[src/rtl/mitchell_mul_arbiter.sv]
// mitchell_mul_arbiter: round-robin arbiter that shares one Mitchell
// log-domain approximate 16x16 multiplier among NUM_REQ requesters.
// Operands are captured on grant and held in registers. The product is
// computed during CALC and then held in RESP until the consumer takes it.
// Optional build macro: MITCHELL_ARB_ZERO_SKIP_EN. When it is defined, a
// grant with a zero operand bypasses CALC and returns 0 one cycle early.
module mitchell_mul_arbiter #(
   parameter  int NUM_REQ = 4,
   localparam int ID_W    = $clog2(NUM_REQ)
) (
   input  logic                    clk,
   input  logic                    rst,
   input  logic [NUM_REQ-1:0]      req_valid,
   output logic [NUM_REQ-1:0]      req_ready,
   input  logic [16*NUM_REQ-1:0]   req_a,
   input  logic [16*NUM_REQ-1:0]   req_b,
   output logic                    rsp_valid,
   input  logic                    rsp_ready,
   output logic [ID_W-1:0]         rsp_id,
   output logic [31:0]             rsp_c,
   output logic                    busy
);

   typedef enum logic [1:0] {
      S_IDLE = 2'd0,
      S_CALC = 2'd1,
      S_RESP = 2'd2
   } state_t;

   state_t          state_q;
   logic [ID_W-1:0] rr_ptr_q;
   logic [ID_W-1:0] id_q;
   logic [15:0]     op_a_q;
   logic [15:0]     op_b_q;
   logic [31:0]     rsp_c_q;
   logic [ID_W-1:0] rsp_id_q;
   logic            rsp_valid_q;

   logic [15:0]     a_arr [NUM_REQ];
   logic [15:0]     b_arr [NUM_REQ];
   logic            grant_vld;
   logic [ID_W-1:0] grant_id;
   logic [ID_W-1:0] rr_ptr_d;
   logic [15:0]     grant_a;
   logic [15:0]     grant_b;
   logic [31:0]     product;

   // Split the flattened operand buses into one word per requester
   genvar gi;
   generate
      for (gi = 0; gi < NUM_REQ; gi++) begin : g_unpack
         assign a_arr[gi] = req_a[16*gi +: 16];
         assign b_arr[gi] = req_b[16*gi +: 16];
      end
   endgenerate

   // Round-robin search starting at rr_ptr. Walking the offsets from the
   // largest to the smallest lets the nearest valid requester win.
   always_comb begin
      int idx;
      grant_vld = 1'b0;
      grant_id  = '0;
      idx       = 0;
      for (int j = NUM_REQ - 1; j >= 0; j--) begin
         idx = int'(rr_ptr_q) + j;
         if (idx >= NUM_REQ) begin
            idx = idx - NUM_REQ;
         end
         if (req_valid[idx]) begin
            grant_vld = 1'b1;
            grant_id  = idx[ID_W-1:0];
         end
      end
   end

   assign grant_a  = a_arr[grant_id];
   assign grant_b  = b_arr[grant_id];
   assign rr_ptr_d = (grant_id == ID_W'(NUM_REQ - 1)) ? '0 : grant_id + ID_W'(1);

   // The accept strobe exists only in IDLE and is one-hot on the winner
   always_comb begin
      req_ready = '0;
      if (state_q == S_IDLE && grant_vld) begin
         req_ready[grant_id] = 1'b1;
      end
   end

   // Position of the leading one; callers screen out zero inputs
   function automatic logic [3:0] lead_one(input logic [15:0] v);
      lead_one = '0;
      for (int i = 0; i < 16; i++) begin
         if (v[i]) begin
            lead_one = 4'(i);
         end
      end
   endfunction

   // Mitchell product: add the characteristics and the fractional
   // mantissas, then take the antilog with one shift. The fractions are
   // 15-bit fixed point, so the final >>15 is exact.
   always_comb begin
      logic [3:0]  k_a;
      logic [3:0]  k_b;
      logic [15:0] sh_a;
      logic [15:0] sh_b;
      logic [15:0] fsum;
      logic [15:0] mant;
      logic [5:0]  shamt;
      logic [47:0] wide;
      k_a   = lead_one(op_a_q);
      k_b   = lead_one(op_b_q);
      sh_a  = op_a_q << (4'd15 - k_a);
      sh_b  = op_b_q << (4'd15 - k_b);
      // Drop the leading one that now sits at bit 15
      fsum  = {1'b0, 15'(sh_a)} + {1'b0, 15'(sh_b)};
      // Without a fractional carry the mantissa is 1+x1+x2. With a carry,
      // it is x1+x2 and the exponent goes up by one.
      mant  = fsum[15] ? fsum : {1'b1, fsum[14:0]};
      shamt = {2'b00, k_a} + {2'b00, k_b} + {5'd0, fsum[15]};
      wide  = {32'd0, mant} << shamt;
      if (op_a_q == 16'd0 || op_b_q == 16'd0) begin
         product = 32'd0;
      end else begin
         product = 32'(wide >> 15);
      end
   end

   // Control FSM: grant and capture, compute, then hold the result
   always_ff @(posedge clk or posedge rst) begin
      if (rst) begin
         state_q     <= S_IDLE;
         rr_ptr_q    <= '0;
         id_q        <= '0;
         op_a_q      <= '0;
         op_b_q      <= '0;
         rsp_c_q     <= '0;
         rsp_id_q    <= '0;
         rsp_valid_q <= 1'b0;
      end else begin
         case (state_q)
            S_IDLE: begin
               if (grant_vld) begin
                  op_a_q   <= grant_a;
                  op_b_q   <= grant_b;
                  id_q     <= grant_id;
                  rr_ptr_q <= rr_ptr_d;
`ifdef MITCHELL_ARB_ZERO_SKIP_EN
                  if (grant_a == 16'd0 || grant_b == 16'd0) begin
                     rsp_c_q     <= 32'd0;
                     rsp_id_q    <= grant_id;
                     rsp_valid_q <= 1'b1;
                     state_q     <= S_RESP;
                  end else begin
                     state_q <= S_CALC;
                  end
`else
                  state_q  <= S_CALC;
`endif
               end
            end
            S_CALC: begin
               rsp_c_q     <= product;
               rsp_id_q    <= id_q;
               rsp_valid_q <= 1'b1;
               state_q     <= S_RESP;
            end
            S_RESP: begin
               if (rsp_ready) begin
                  rsp_valid_q <= 1'b0;
                  state_q     <= S_IDLE;
               end
            end
            default: begin
               state_q <= S_IDLE;
            end
         endcase
      end
   end

   assign rsp_valid = rsp_valid_q;
   assign rsp_c     = rsp_c_q;
   assign rsp_id    = rsp_id_q;
   assign busy      = (state_q != S_IDLE);

endmodule

[config.mk]
export PLATFORM = sky130hd
export DESIGN_NAME = mitchell_mul_arbiter
export DESIGN_NICKNAME = d
export VERILOG_FILES = /design/src/rtl/mitchell_mul_arbiter.sv
export SDC_FILE = /design/constraint.sdc
export NUM_CORES = 1
export LEC_CHECK = 0
export BUFFER_PORTS_ARGS = -buffer_cell sky130_fd_sc_hd__clkbuf_2
export CAP_MARGIN = 0
export CELL_PAD_IN_SITES_DETAIL_PLACEMENT = 0
export CELL_PAD_IN_SITES_GLOBAL_PLACEMENT = 1
export CORE_MARGIN = 5
export CORE_UTILIZATION = 43
export DETAILED_ROUTE_END_ITERATION = 8
export GPL_TIMING_DRIVEN = 0
export HOLD_SLACK_MARGIN = 0.08
export PLACE_DENSITY = 0.92
export SLEW_MARGIN = 10
export SYNTH_ARGS = -nofsm -noshare
export SYNTH_HDL_FRONTEND = slang
export SYNTH_SLANG_ARGS = --single-unit
[constraint.sdc]
create_clock -name clk -period 12.2 [get_ports clk]
set_input_delay 0.61 -clock clk [delete_from_list [all_inputs] [get_ports clk]]
set_output_delay 0.61 -clock clk [all_outputs]
set_load 0.05 [all_outputs]
==> results of run 1 <==
cell usage in the layout, fill, tap and decap left out, types with 10 or more instances in the layout:
master | netlist | final
a211oi_1 | 11 | 11
a21o_1 | 11 | 11
a21oi_1 | 45 | 45
and2_1 | 16 | 16
clkbuf_1 | 48 | 48
clkbuf_2 | 0 | 174
dfrtp_1 | 73 | 73
ha_1 | 22 | 22
inv_1 | 24 | 23
mux2_2 | 11 | 11
mux2i_1 | 29 | 29
nand2_1 | 263 | 263
nand3_1 | 53 | 53
nor2_1 | 52 | 52
nor3_1 | 13 | 13
o211ai_1 | 16 | 16
o21ai_0 | 98 | 98
o221ai_1 | 12 | 12
o31ai_1 | 10 | 10
layout make-up:
cell class,instances,area [um2]
Multi-Input combinational cell,852,5190
Timing Repair Buffer,175,891
Tap cell,225,282
Clock buffer,9,225
Fill cell,1755,8210
Sequential cell,73,1830
Buffer,70,343
Clock inverter,7,103
Inverter,27,104
final timing paths:
kind                            startpoint         end  slack [ns]  depth (start not counted)
worst min register to register     id_q[0]   rsp_id[0]        0.47                          2
worst min-delay path                   rst   rsp_c[17]        0.24                          2
worst max-delay path            op_b_q[11]    rsp_c[2]        4.59                         22
min in group clk                   id_q[0]   rsp_id[0]        0.47                          2
max in group asynchronous              rst  op_a_q[13]       11.40                          3
worst max register to register  op_b_q[11]    rsp_c[2]        4.59                         22
worst max-delay path, stage by stage (launching register included):
cell,delay [ns]
dfrtp_1,0.32
clkbuf_1,0.33
nor2_1,0.12
a21boi_0,0.18
o31ai_2,0.54
inv_1,0.23
clkbuf_1,0.31
mux4_2,0.38
o21ai_0,0.17
a22oi_1,0.11
ha_1,0.44
and3_1,0.30
o2111ai_1,0.17
a31oi_1,0.55
o21ai_0,0.16
nor2b_1,0.18
fa_1,0.40
fa_1,0.48
xnor2_1,0.69
clkbuf_1,0.52
clkbuf_1,0.38
a21oi_1,0.22
a311oi_1,0.32
cells in the mapped netlist (10+ instances only):
cell and number:
a211oi_1 11, a21o_1 11, a21oi_1 45, and2_1 16
clkbuf_1 48, dfrtp_1 73, ha_1 22, inv_1 24
mux2_2 11, mux2i_1 29, nand2_1 263, nand3_1 53
nor2_1 52, nor3_1 13, o211ai_1 16, o21ai_0 98
o221ai_1 12, o31ai_1 10
flip-flops by register name, summed over array words and instances (netlist names):
signal / count
rsp_c: 32
rsp_valid: 1
op_a_q: 16
rsp_id: 2
rr_ptr_q: 2
state_q: 2
id_q: 2
op_b_q: 16
cells by family after synthesis:
group           after synthesis  synth area share [%]
compound gates              315                  29.1
xor+xnor                     10                  1.17
fa+ha+maj                    25                  4.49
buf+inv                      97                  5.95
flops                        73                  24.5
mux                          48                  7.96
simple gates                454                  26.9
per-layer routing:
metal | GRT usage [%] | wire [um] | vias up
li1 | - | - | 4113
met1 | 31.2 | 10500 | 3918
met2 | 42.8 | 12200 | 413
met3 | 4.42 | 1910 | 43
met4 | 6.82 | 512 | 0
met5 | 0 | 0 | -
through the flow:
step,hold slack [ns],std cells,area (um2),utilization [%],setup WS [ns]
6_report,0.241,1438,8970,52.2,4.59
5_1_grt,0.262,1438,8970,52.2,4.11
4_1_cts,0.241,1438,8970,52.2,4.81
3_5_place_dp,0.460,1422,8640,50.3,4.88
3_3_place_gp,0.456,1421,8620,50.2,4.84
2_1_floorplan,0.439,1022,7460,-,6.16
==> results.sh, run 1 <==
export IMPL_outcome="completed"
export IMPL_grt_ovfl_total=0
export IMPL_vias_per_cell=5.90
export IMPL_vias=8487
export IMPL_endpoint_kind="flop"
export IMPL_synth_edf_count=0
export IMPL_diodes=0
export IMPL_post_cts_resized=0
export IMPL_row_count=48
export IMPL_period_needed_ns=7.61
export IMPL_start_util_pct=43.5
export IMPL_critPathKind="reg2reg"
export IMPL_gp_congestion=0.947
export IMPL_yosys_warnings=0
export IMPL_syn_area_per_cell_um2=7.30
export IMPL_htree_levels=3
export IMPL_required_ns=12.44
export IMPL_grt_max_degree=46
export IMPL_tritoncts="done"
export IMPL_synth_top_area_share_pct=24.5
export IMPL_ant_nets=0
export IMPL_wl_per_cell_um=17.5
export IMPL_rsz0062_at_grt="false"
export IMPL_grt_pass1_wl_um=40500
export IMPL_tns_ns=0
export IMPL_die_width_um=142
export IMPL_drc=0
export IMPL_numClockSinks=73
export IMPL_core_area_um2=17200
export IMPL_cts_setup_buffers=0
export IMPL_ys_types=87
export IMPL_cp_max_fo=10
export IMPL_die_h_um=142
export IMPL_final_nets=1368
export IMPL_first_pass_iters=6
export IMPL_grt_total_usage_pct=24.6
export IMPL_skew_ns=0.00645
export IMPL_worstMarginPinSlew_ns=0.881
export IMPL_drv_cap=0
export IMPL_synth_flop_cell="dfrtp_1"
export IMPL_ios=175
export IMPL_ys_seq_area_share_pct=24.5
export IMPL_syn_area_um2=7460
export IMPL_die_area_um2=20100
export IMPL_dp_hpwl_um=20400
export IMPL_synth_seq_cells=73
export IMPL_syn_inst=1022
export IMPL_cts_root_buf="clkbuf_16"
export IMPL_critPathLaunchType="flop"
export IMPL_clk_pin_slew_ns=0.06
export IMPL_grt_pass1_vias=8040
export IMPL_clock_fmax_mhz=131
export IMPL_synthArstFlopShare_pct=100
export IMPL_drt_wl_total_um=25200
export IMPL_cts_buffers=9
export IMPL_finalCritPeriodShare_pct=62.4
export IMPL_cts_buffer_depth=2
export IMPL_port_buffers=174
export IMPL_cp_data_arrival_time_ns=7.85
export IMPL_hold_viol_final=0
export IMPL_drv_slew=0
export IMPL_area_delta_synth_final_pct=20.1
export IMPL_synth_nets=1182
export IMPL_hp_class="in2async"
export IMPL_maxSlewHeadroom_pct=39.8
export IMPL_hold_buffers=0
export IMPL_synth_area_leaders="dfrtp_1 (24%), nand2_1 (13%), o21ai_0 (6.6%)"
export IMPL_drtIter0Drc=810
export IMPL_synth_area_leader_cell="dfrtp_1"
export IMPL_clk_latency_ns=0.34
export IMPL_setup_viol=0
export IMPL_antenna_found_initial=0
export IMPL_drive_above_1_share_pct=20.9
Power of run 1 is not shown: default switching activity piles up to over one toggle a cycle in this logic, so the estimate is an artifact.
==> run 2, diff against run 1 <==
ABC_AREA = 1   (was default)
CORE_UTILIZATION = 38   (was 43)
PLACE_DENSITY = 0.87   (was 0.92)
clock period = 7.35 ns   (was 12.2 ns; I/O delays follow)
==> results.sh, run 2 <==
export IMPL_multi_input_area_um2=4790
export IMPL_setup_viol=0
export IMPL_drt_wl_total_um=25700
export IMPL_maxSlewHeadroom_pct=57.5
export IMPL_hp_class="in2reg"
export IMPL_use_met1_pct=30.3
export IMPL_numClockSinks=73
export IMPL_clock_fmax_mhz=168
export IMPL_grt_use_met3_pct=5.14
export IMPL_dp_hpwl_um=21500
export IMPL_yosys_warnings=0
export IMPL_wl_per_cell_um=15.4
export IMPL_port_buffers=174
export IMPL_core_area_um2=18900
export IMPL_antenna_found_initial=0
export IMPL_final_nets=1564
export IMPL_first_pass_iters=5
export IMPL_syn_inst=1217
export IMPL_synth_edf_count=0
export IMPL_synth_area_leader_cell="dfrtp_1"
export IMPL_ys_seq_area_share_pct=24.9
export IMPL_die_area_um2=22200
export IMPL_synth_area_leaders="dfrtp_1 (25%), nand2_1 (20%), nand3_1 (11%)"
export IMPL_fillers=2117
export IMPL_die_h_um=149
export IMPL_synth_flop_cell="dfrtp_1"
export IMPL_worstMarginPinSlew_ns=0.634
export IMPL_drtIter0Drc=629
export IMPL_ff_latch_area_um2=1830
export IMPL_cts_root_buf="clkbuf_16"
export IMPL_ys_types=42
export IMPL_synth_seq_cells=73
export IMPL_period_needed_ns=5.96
export IMPL_layout_common_cells="nand2_1 (385), clkbuf_2 (174), nand3_1 (166)"
export IMPL_synth_nets=1377
export IMPL_vias=8567
export IMPL_largest_register_ffs=32
export IMPL_cts_buffers=9
export IMPL_drc=0
export IMPL_outcome="completed"
export IMPL_hold_viol_final=0
export IMPL_top_usage_layer="met2"
export IMPL_grt_pass1_vias=8560
export IMPL_syn_area_per_cell_um2=6.03
export IMPL_cp_data_arrival_time_ns=6.20
export IMPL_synthArstFlopShare_pct=100
export IMPL_dp_cells=1652
export IMPL_drive_above_1_share_pct=18.0
export IMPL_row_count=50
export IMPL_grt_ovfl_total=0
export IMPL_grt_max_degree=43
export IMPL_synth_top_area_share_pct=24.9
export IMPL_stdcell_count=1669
export IMPL_ant_nets=0
export IMPL_start_util_pct=38.9
export IMPL_vias_per_cell=5.13
export IMPL_ios=175
export IMPL_drv_cap=0
export IMPL_diodes=0
export IMPL_htree_levels=3
export IMPL_critPathKind="reg2reg"
export IMPL_cts_buffer_depth=2
export IMPL_area_delta_synth_final_pct=21.1
export IMPL_cts_setup_buffers=0
export IMPL_finalCritPeriodShare_pct=81.1
export IMPL_critPathLaunchType="flop"
export IMPL_drv_slew=0
export IMPL_gp_congestion=0.948
export IMPL_syn_area_um2=7340
export IMPL_rsz0062_at_grt="false"
export IMPL_endpoint_kind="flop"
export IMPL_tns_ns=0
export IMPL_r2r_slack_ns=1.39
export IMPL_die_width_um=149
export IMPL_tritoncts="done"
export IMPL_clk_latency_ns=0.35
export IMPL_layout_commonest_cell="nand2_1"
export IMPL_synth_common_cells="nand2_1 (385), nand3_1 (166), nor2_1 (149), inv_1 (94), dfrtp_1 (73)"
export IMPL_grt_pass1_wl_um=42200
export IMPL_clk_pin_slew_ns=0.07
export IMPL_grt_total_usage_pct=23.3
export IMPL_synth_most_common_cell="nand2_1"
export IMPL_grt_util_met2_pct=40.0
export IMPL_required_ns=7.59
export IMPL_cp_max_fo=10
export IMPL_skew_ns=0.0147
==> run 2: cells by family after synthesis <==
kind of cell	share of synthesized area (%)
DFF	24.9
and+or+nand+nor	43.2
xor gates and xnor gates	1.18
AOI/OAI and AO/OA	16.3
buffers and inverters	9.92
adders and majority gates	4.57
==> run 2: path summary, 6_finish.rpt <==
path / start / end / cells after the start
min in group asynchronous: rst / op_b_q[3] / 3
max: op_a_q[14] / rsp_c[16] / 27
min reg2reg: rsp_c[13] / rsp_c[13] / 2
min: rsp_ready / state_q[1] / 2
max reg2reg: op_a_q[14] / rsp_c[16] / 27
max in group asynchronous: rst / rsp_c[29] / 4
==> run 2: what timing repair did <==
action,in CTS,in global routing
hold endpoints to repair,31,0
hold buffers,1,0
resized for setup,0,0
endpoints found under the setup margin,0,0
==> run 2: final cells by class <==
cell class	instances	area share [%]
flip-flops and latches	73	20.6
inverters	103	4.41
plain buffers	60	3.81
clock inverters	6	1.01
repair buffers	176	10.1
well taps	260	3.66
multi-input cells	981	53.8
clock buffers	10	2.58
==> run 2: metal layers <==
| layer | routed length (um) | up-vias |
|---|---|---|
| li1 | - | 4384 |
| met1 | 11400 | 3861 |
| met2 | 12000 | 295 |
| met3 | 1860 | 27 |
| met4 | 378 | 0 |
| met5 | 0 | - |
==> run 2: critical path: stages (launching register included) <==
cell and delay, ns:
dfrtp_1 0.42, inv_1 0.09, nand2_1 0.10, nor3_1 0.15, inv_1 0.13, a21oi_1 0.46
inv_1 0.25, clkbuf_1 0.30, o21ai_0 0.26, nand2_1 0.09, ha_1 0.33, nand2_1 0.12
nor3_1 0.20, nand3_1 0.13, nand2_1 0.08, nand2_1 0.08, nand2_1 0.12, a21oi_1 0.09
fa_1 0.42, fa_1 0.43, or2_2 0.31, nand2_1 0.10, clkinv_1 0.24, clkbuf_1 0.30
o21ai_0 0.37, nand2_1 0.12, nand3_1 0.11, nand2_1 0.05
==> run 2: metrics by stage <==
step | setup slack [ns] | hold WS, ns | instance area, um2 | util, %
global route | 0.784 | 0.270 | 8890 | 47.0
detailed placement | 1.44 | 0.389 | 8560 | 45.3
global placement | 1.34 | 0.462 | 8540 | 45.2
CTS | 1.42 | 0.238 | 8890 | 47.0
floorplan | 2.58 | 0.475 | 7340 | -
finish | 1.39 | 0.241 | 8890 | 47.0
Power of run 2 is left out for the same reason.
